<file path="src/rtl/inst_queue_ctrl_if.sv">
// Fetch/decode-side bundle of the instruction queue: push pair, issue pops, head outputs, status.
// err_sticky is present only when INST_QUEUE_ERR_CHK_EN is defined.
interface inst_queue_ctrl_if #(
    parameter int DEPTH  = 16,
    parameter int DATA_W = 64
);
    localparam int PTR_W = $clog2(DEPTH);

    logic              flush;
    logic              push_en0;
    logic              push_en1;
    logic [DATA_W-1:0] push_data0;
    logic [DATA_W-1:0] push_data1;
    logic              pop_master;
    logic              pop_slave;
    logic [DATA_W-1:0] out_data0;
    logic [DATA_W-1:0] out_data1;
    logic              out_valid0;
    logic              out_valid1;
    logic              fifo_empty;
    logic              fifo_almost_empty;
    logic              fifo_full;
    logic [PTR_W:0]    count;
`ifdef INST_QUEUE_ERR_CHK_EN
    logic              err_sticky;

    modport master (
        output flush, push_en0, push_en1, push_data0, push_data1, pop_master, pop_slave,
        input  out_data0, out_data1, out_valid0, out_valid1,
               fifo_empty, fifo_almost_empty, fifo_full, count, err_sticky
    );
    modport slave (
        input  flush, push_en0, push_en1, push_data0, push_data1, pop_master, pop_slave,
        output out_data0, out_data1, out_valid0, out_valid1,
               fifo_empty, fifo_almost_empty, fifo_full, count, err_sticky
    );
`else
    modport master (
        output flush, push_en0, push_en1, push_data0, push_data1, pop_master, pop_slave,
        input  out_data0, out_data1, out_valid0, out_valid1,
               fifo_empty, fifo_almost_empty, fifo_full, count
    );
    modport slave (
        input  flush, push_en0, push_en1, push_data0, push_data1, pop_master, pop_slave,
        output out_data0, out_data1, out_valid0, out_valid1,
               fifo_empty, fifo_almost_empty, fifo_full, count
    );
`endif
endinterface

</file>
<file path="src/rtl/inst_queue_ctrl.sv">
// Dual-push / dual-pop instruction queue feeding the master and slave decode slots.
// Optional build macro INST_QUEUE_ERR_CHK_EN adds a sticky illegal-request flag.
module inst_queue_ctrl #(
    parameter int DEPTH  = 16,
    parameter int DATA_W = 64
) (
    input  logic             clk,
    input  logic             rst,
    inst_queue_ctrl_if.slave q
);
    localparam int             PTR_W    = $clog2(DEPTH);
    localparam logic [PTR_W:0] FULL_LVL = (PTR_W+1)'(DEPTH - 1);
    localparam logic [PTR_W:0] ONE      = (PTR_W+1)'(1);
    localparam logic [PTR_W:0] TWO      = (PTR_W+1)'(2);

    logic [DATA_W-1:0] mem [DEPTH];
    logic [PTR_W-1:0]  wr_ptr;
    logic [PTR_W-1:0]  rd_ptr;
    logic [PTR_W:0]    cnt;
    logic              full;
    logic              master_pop;
    logic              slave_pop;
    logic [1:0]        push_cnt;
    logic [1:0]        pop_cnt;

    // Full means fewer than two free slots, so a pair push can never overflow.
    assign full = (cnt >= FULL_LVL);

    always_comb begin
        push_cnt = 2'd0;
        if (!full && q.push_en0) begin
            push_cnt = q.push_en1 ? 2'd2 : 2'd1;
        end
    end

    assign master_pop = q.pop_master && (cnt >= ONE);
    assign slave_pop  = q.pop_slave && master_pop && (cnt >= TWO);
    assign pop_cnt    = {1'b0, master_pop} + {1'b0, slave_pop};

    always_ff @(posedge clk) begin
        if (rst || q.flush) begin
            wr_ptr <= '0;
            rd_ptr <= '0;
            cnt    <= '0;
        end else begin
            wr_ptr <= wr_ptr + PTR_W'(push_cnt);
            rd_ptr <= rd_ptr + PTR_W'(pop_cnt);
            cnt    <= cnt + (PTR_W+1)'(push_cnt) - (PTR_W+1)'(pop_cnt);
        end
    end

    always_ff @(posedge clk) begin
        if (!rst && !q.flush) begin
            if (push_cnt != 2'd0) mem[wr_ptr] <= q.push_data0;
            if (push_cnt == 2'd2) mem[wr_ptr + PTR_W'(1)] <= q.push_data1;
        end
    end

    assign q.out_data0         = mem[rd_ptr];
    assign q.out_data1         = mem[rd_ptr + PTR_W'(1)];
    assign q.out_valid0        = (cnt >= ONE);
    assign q.out_valid1        = (cnt >= TWO);
    assign q.fifo_empty        = (cnt == '0);
    assign q.fifo_almost_empty = (cnt == ONE);
    assign q.fifo_full         = full;
    assign q.count             = cnt;

`ifdef INST_QUEUE_ERR_CHK_EN
    logic err_sticky_r;
    logic err_evt;

    assign err_evt = (q.push_en0 && full)
                   || (q.push_en1 && !q.push_en0)
                   || (q.pop_master && (cnt == '0))
                   || (q.pop_slave && ((cnt < TWO) || !q.pop_master));

    always_ff @(posedge clk) begin
        if (rst) begin
            err_sticky_r <= 1'b0;
        end else if (!q.flush && err_evt) begin
            err_sticky_r <= 1'b1;
        end
    end

    assign q.err_sticky = err_sticky_r;
`endif
endmodule

</file>
<file path="src/flat_wrapper.sv">
// flat-port wrapper written by rule: the top's interface ports become plain ports
module inst_queue_ctrl_flat 
#(
    parameter int DEPTH  = 16,
    parameter int DATA_W = 64
)
  (clk, rst, q_flush, q_push_en0, q_push_en1, q_push_data0, q_push_data1, q_pop_master, q_pop_slave, q_out_data0, q_out_data1, q_out_valid0, q_out_valid1, q_fifo_empty, q_fifo_almost_empty, q_fifo_full, q_count);
  inst_queue_ctrl_if #(.DEPTH(DEPTH), .DATA_W(DATA_W)) q_i ();
  input  logic clk;
  input  logic rst;
  input wire logic [$bits(q_i.flush)-1:0] q_flush;
  input wire logic [$bits(q_i.push_en0)-1:0] q_push_en0;
  input wire logic [$bits(q_i.push_en1)-1:0] q_push_en1;
  input wire logic [$bits(q_i.push_data0)-1:0] q_push_data0;
  input wire logic [$bits(q_i.push_data1)-1:0] q_push_data1;
  input wire logic [$bits(q_i.pop_master)-1:0] q_pop_master;
  input wire logic [$bits(q_i.pop_slave)-1:0] q_pop_slave;
  output wire logic [$bits(q_i.out_data0)-1:0] q_out_data0;
  output wire logic [$bits(q_i.out_data1)-1:0] q_out_data1;
  output wire logic [$bits(q_i.out_valid0)-1:0] q_out_valid0;
  output wire logic [$bits(q_i.out_valid1)-1:0] q_out_valid1;
  output wire logic [$bits(q_i.fifo_empty)-1:0] q_fifo_empty;
  output wire logic [$bits(q_i.fifo_almost_empty)-1:0] q_fifo_almost_empty;
  output wire logic [$bits(q_i.fifo_full)-1:0] q_fifo_full;
  output wire logic [$bits(q_i.count)-1:0] q_count;
  assign q_i.flush = q_flush;
  assign q_i.push_en0 = q_push_en0;
  assign q_i.push_en1 = q_push_en1;
  assign q_i.push_data0 = q_push_data0;
  assign q_i.push_data1 = q_push_data1;
  assign q_i.pop_master = q_pop_master;
  assign q_i.pop_slave = q_pop_slave;
  assign q_out_data0 = q_i.out_data0;
  assign q_out_data1 = q_i.out_data1;
  assign q_out_valid0 = q_i.out_valid0;
  assign q_out_valid1 = q_i.out_valid1;
  assign q_fifo_empty = q_i.fifo_empty;
  assign q_fifo_almost_empty = q_i.fifo_almost_empty;
  assign q_fifo_full = q_i.fifo_full;
  assign q_count = q_i.count;
  inst_queue_ctrl #(.DEPTH(DEPTH), .DATA_W(DATA_W)) u_core (.clk(clk), .rst(rst), .q(q_i));
endmodule
</file>
<file path="config.mk">
export PLATFORM = sky130hd
export DESIGN_NAME = inst_queue_ctrl_flat
export DESIGN_NICKNAME = d
export VERILOG_FILES = /design/src/rtl/inst_queue_ctrl_if.sv /design/src/rtl/inst_queue_ctrl.sv /design/src/flat_wrapper.sv
export SDC_FILE = /design/constraint.sdc
export NUM_CORES = 2
export LEC_CHECK = 0
export BUFFER_PORTS_ARGS = -buffer_cell sky130_fd_sc_hd__buf_4
export CAP_MARGIN = 20
export CORE_MARGIN = 3
export CORE_UTILIZATION = 55
export CTS_CLUSTER_SIZE = 30
export DETAILED_ROUTE_END_ITERATION = 8
export PLACE_DENSITY = 0.75
export SYNTH_ARGS = -nofsm -noshare
export SYNTH_HDL_FRONTEND = slang
export SYNTH_SLANG_ARGS = --single-unit
export TNS_END_PERCENT = 100
</file>
<file path="constraint.sdc">
create_clock -name clk -period 7 [get_ports clk]
set_input_delay 1.4 -clock clk [delete_from_list [all_inputs] [get_ports clk]]
set_output_delay 1.4 -clock clk [all_outputs]
set_load 0.01 [all_outputs]
</file>
### Word level (Yosys, flattened, before mapping)

Memories as Yosys holds them, arrays and structs flattened. A register that Yosys moved wholly into a read port is not among the register bits.
Index checks and enable logic that the tools add are counted.

| storage, ports and cells | value |
|---|---|
| memories kept | 1 |
| bits in registers | 13 |
| bits of input ports | 135 |
| output and inout bits | 138 |
| RAM bits | 1024 |
| logic and storage cells | 36 |

Memory list:

| memory | words | bits a word | rd ports | clocked after Yosys merged registers in | write ports | RTL line | text |
|---|---|---|---|---|---|---|---|
| u_core.mem | 16 | 64 | 2 | 1 | 2 | inst_queue_ctrl.sv:16 | `logic [DATA_W-1:0] mem [DEPTH];` |

| cells by class | value |
|---|---|
| multiplexer cells | 9 |
| equal/unequal tests | 2 |
| order comparisons | 3 |
| add/sub/neg operators | 7 |
| reduce and logical (&&, ||, !) cells | 11 |

Operators with widths:

| kind | count |
|---|---|
| $add 4x1->4 const B | 2 |
| $add 4x2->4 | 2 |
| $mux 1 | 6 |
| $add 5x2->5 | 1 |
| $eq 5x1->1 const B | 1 |
| $ge 5x1->1 const B | 1 |
| $ge 5x2->1 const B | 1 |
| $ge 5x4->1 const B | 1 |
| $logic_and 1x1->1 | 5 |
| $logic_not 5->1 | 1 |
| $sub 5x2->5 | 1 |
| $mux 2 | 2 |
| $mux 4 | 1 |
| $logic_not 1->1 | 3 |
| $add 1x1->2 | 1 |
| $eq 2x2->1 const B | 1 |
| $reduce_bool 2->1 | 1 |
| $logic_or 1x1->1 | 1 |

### Longest topological paths before layout

| depth | value |
|---|---|
| depth after elaboration | 8 |
| gate-level depth with buffers | 14 |

### Worst setup path before layout

No wires, ideal clock.

| timing | value |
|---|---|
| path kind | input to register |
| from | input port q_flush |
| to | memory u_core.mem[12][0], enable pin |
| setup slack | -203 ps |
| path buffers | 1 |
| cell stages on the path | 5 |
| library setup time | 574 ps |
| arrival | 6628 ps |
| cell sequence | or2_1 -> buf_6 -> nor3_4 -> nand2_1 -> o21ai_0 |

RTL lines:

| element | RTL line | text |
|---|---|---|
| start: declaration | flat_wrapper.sv:11 | `input wire logic [$bits(q_i.flush)-1:0] q_flush;` |
| end: declaration | inst_queue_ctrl.sv:16 |  |

### Worst setup path in the final report

| timing | value |
|---|---|
| from | register u_core.rd_ptr[1] |
| to | output port q_out_data1[62] |

| on the way | value |
|---|---|
| word-level cells in the longest chain between the ends | 2 |

Ends and longest elaborated chain:

| element | RTL line | text |
|---|---|---|
| start: declaration | inst_queue_ctrl.sv:18 | `logic [PTR_W-1:0] rd_ptr;` |
| start signal: assignment | inst_queue_ctrl.sv:47 | `rd_ptr <= rd_ptr + PTR_W'(pop_cnt);` |
| $add 4x1->4 | inst_queue_ctrl.sv:60 | `assign q.out_data1 = mem[rd_ptr + PTR_W'(1)];` |
| $mem_v2 16x64 | -- |  |
| end: declaration | flat_wrapper.sv:19 | `output wire logic [$bits(q_i.out_data1)-1:0] q_out_data1;` |

No other way between the ends.

==> impl_metrics.py <==
metrics = {
    "setup_path": {
        "required_ps": 5600,
        "worstPathArrival_ps": 4160,
        "crit_path_max_incr_delay_ps": 930,
        "cpMaxStageDelayCell": "dfxtp_4",
        "cp_max_fo": 66,
        "worstPathCellList": "ha_4 -> buf_12 -> mux4_2 -> nand3_1 -> nand4_1 -> buf_4",
        "critPathCaptureType": "output port",
        "setup.worst_path.class": "reg -> out",
        "setup.worst_path.start_class": "flip-flop",
    },
    "synth": {
        "synth_top_cells_by_count": "edfxtp_1, mux2_2, mux4_2, nand3_1, clkbuf_1",
        "synth_area_leaders": "edfxtp_1, mux4_2, mux2_2",
        "synth.lib_cells_used.distinct": 45,
        "postSynth.asyncResetShare_pct": 0,
        "syn-instance-count": 3676,
        "ys.warnings.count": 0,
        "synth_enable_flop_cells": 1024,
        "synth_most_common_cell": "edfxtp_1",
        "nets_in_the_synthesized_netlist": 3830,
        "synth_area_per_inst_um2": 16.4,
        "seq_area_frac_synth_pct": 51.4,
        "post-synth-top-area-fraction_pct": 51.0,
        "dominantRegCellSynth": "edfxtp_1",
        "flops_latches_synth": 1037,
        "synth.cell_area_um2": 60300,
        "synth_top_cell_by_area": "edfxtp_1",
    },
    "detailed_routing": {
        "final_antenna_net_count": 0,
        "vias_per_cell": 7.38,
        "vias": 38500,
        "drt_first_pass_iters": 5,
        "totalWireLength_um": 184000,
        "post-route-drc-count": 0,
        "routed_wire_length_per_instance_um": 35.3,
        "drt_first_iter_violations": 4992,
    },
    "timing": {
        "final_cycle_share_pct": 79.4,
        "post-route-min-period_ps": 5560,
        "setup_viol": 0,
        "rsz0062_at_grt": "false",
        "fmaxAchievable_ghz": 0.180,
        "hold_violations": 0,
        "slew_viols_final": 0,
        "maxSlewHeadroom_pct": 21.8,
        "worstMarginPinSlew_ps": 1170,
        "layout_setup_ws_ps": 1440,
        "clock-skew-final_ps": 27.5,
    },
    "finish": {
        "nNetsFinal": 3856,
        "fillCellCount": 7842,
        "postLayoutCellArea_um2": 66800,
        "post_route_cells_drive_above_1_share_pct": 54.8,
        "finalNonFillerCells": 5218,
        "syn2layout_area_growth_pct": 10.8,
    },
    "clock_tree": {
        "numCtsBuffers": 113,
        "cts.reportedPaths.clkPinSlew_ps": 60,
        "clock_latency_ps": 710,
        "cts_max_level": 3,
        "clock_sinks": 1037,
        "cts_tree": "yes",
        "number_of_setup_buffers_added_after_cts": 0,
        "cts_buffer_depth": 3,
        "cts-hold-fix-buffers": 0,
        "post_cts.resized_instances": 0,
        "clockRootBuffer": "clkbuf_16",
    },
    "die": {
        "die_area_um2": 114000,
        "floorplan.initialDensity_pct": 55.9,
        "core-area_um2": 108000,
        "placementRows": 120,
        "die-height_um": 337,
        "io_pins": 273,
        "die_width_um": 337,
    },
    "power_and_ir_drop": {
        "vdd_drop_max_mv": 0.193,
        "power.density_nw_per_um2": 256,
        "leakage_nw": 21.7,
        "intPower_w": 0.0123,
        "power.switching_fraction_pct": 27.7,
        "seq_power_share_pct": 40.7,
        "power.share.clock_pct": 34.7,
        "p_comb_share_pct": 24.6,
        "power.net_switching_w": 0.00474,
    },
    "place": {
        "routabilityCongestion": 0.827,
        "place_inst": 4988,
        "place_worst_setup_slack_ps": 2190,
        "place_hpwl_um": 103000,
        "placedInstanceArea_um2": 63200,
        "numPortBuffers": 272,
    },
    "grt": {
        "busiest_layer": "met2",
        "vias_in_the_first_global_route": 39000,
        "grt_util_met2_pct": 52.0,
        "grt_max_degree": 91,
        "grt_antenna_before_repair": 15,
        "grtUsageTotal_pct": 32.3,
        "grt_pass1_wl_um": 269000,
        "grt_remaining_overflow": 0,
        "grt.met1_usage_pct": 43.3,
        "groute.layer.met3.usage_pct": 6.95,
    },
    "flow_run": {
        "max_cap_violations": 0,
    },
    "min_path": {
        "hold_path_class": "reg -> reg",
    },
    "outcome": {
        "run_status": "completed",
    },
}
[state kept, by name (all words and copies together), names as in the netlist]
name and cells:
u_core.mem 1024, u_core.rd_ptr 4, u_core.q.count 5, u_core.wr_ptr 4
[worst max-delay path, delay by kind of cell (launching register included)]
kind	cells	cell delay [ps]
flip-flops	1	930
AND/OR/NAND/NOR	2	420
buffers and inverters	2	730
multiplexers	1	370
adder cells (fa/ha/maj)	1	910
[routing by layer]
metal	share of wire, %	routed length (µm)
met5	0.023	42
met4	4.1	7630
met3	10	19100
met2	48	88800
met1	37	68600
[through the flow]
stage	total power [W]	setup TNS [ps]	hold WS (ps)	util, %
floorplan	0.00995	-38880	595	-
global placement	0.0112	0	647	58.5
detailed placement	0.0113	0	663	58.5
CTS	0.0171	0	677	61.8
global route	0.0176	0	709	61.9
finish	0.0171	0	682	61.9
[power groups by stage]
stage	clock network (W)	logic, W	registers [W]
floorplan	0	0.00289	0.00706
global placement	0	0.00413	0.00708
detailed placement	0	0.00418	0.00709
CTS	0.00597	0.00420	0.00696
global route	0.00620	0.00447	0.00696
finish	0.00593	0.00420	0.00696
[cell families after synthesis]
group / Yosys count / share of synthesized area, %
buffers and inverters: 456 / 3.74
flip-flops: 1037 / 51.4
multiplexers: 1589 / 39.1
AND/OR/NAND/NOR: 411 / 3.66
adder cells (fa/ha/maj): 19 / 0.444
AO/OA/AOI/OAI: 159 / 1.56
XOR/XNOR: 5 / 0.0726
[cells in the final DEF (no fill, tap or decap), drive strengths merged, types with 14 or more instances in the layout]
cell type and count:
o22ai 56, ha 15, buf 347, nand3 273, mux2i 53, inv 21
clkbuf 146, o21ai 15, mux4 512, a21oi 60, nor2 14, nand4 66
mux2 1024, nand2 28, clkinv 58, edfxtp 1024, a22oi 22
[final timing paths]
kind	from	to	slack, ps	cells past startpoint
setup / recovery	u_core.rd_ptr[1]	q_out_data1[62]	1440	6
hold / removal	u_core.wr_ptr[3]	u_core.wr_ptr[3]	680	2
setup reg to reg	u_core.q.count[4]	u_core.mem[13][19]	3000	8
hold reg to reg	u_core.wr_ptr[3]	u_core.wr_ptr[3]	680	2
[area by class of cell]
type	count	area, µm²	share of cell area (%)
Antenna cell	13	32.5	0.0487
Clock buffer	146	3020	4.51
Clock inverter	69	592	0.885
Inverter	20	77.6	0.116
Multi-Input combinational cell	2183	27500	41.1
Sequential cell	1037	31000	46.4
Tap cell	1403	1760	2.63
Timing Repair Buffer	347	2880	4.31
Note: power is estimated with default switching activity, not from simulation.
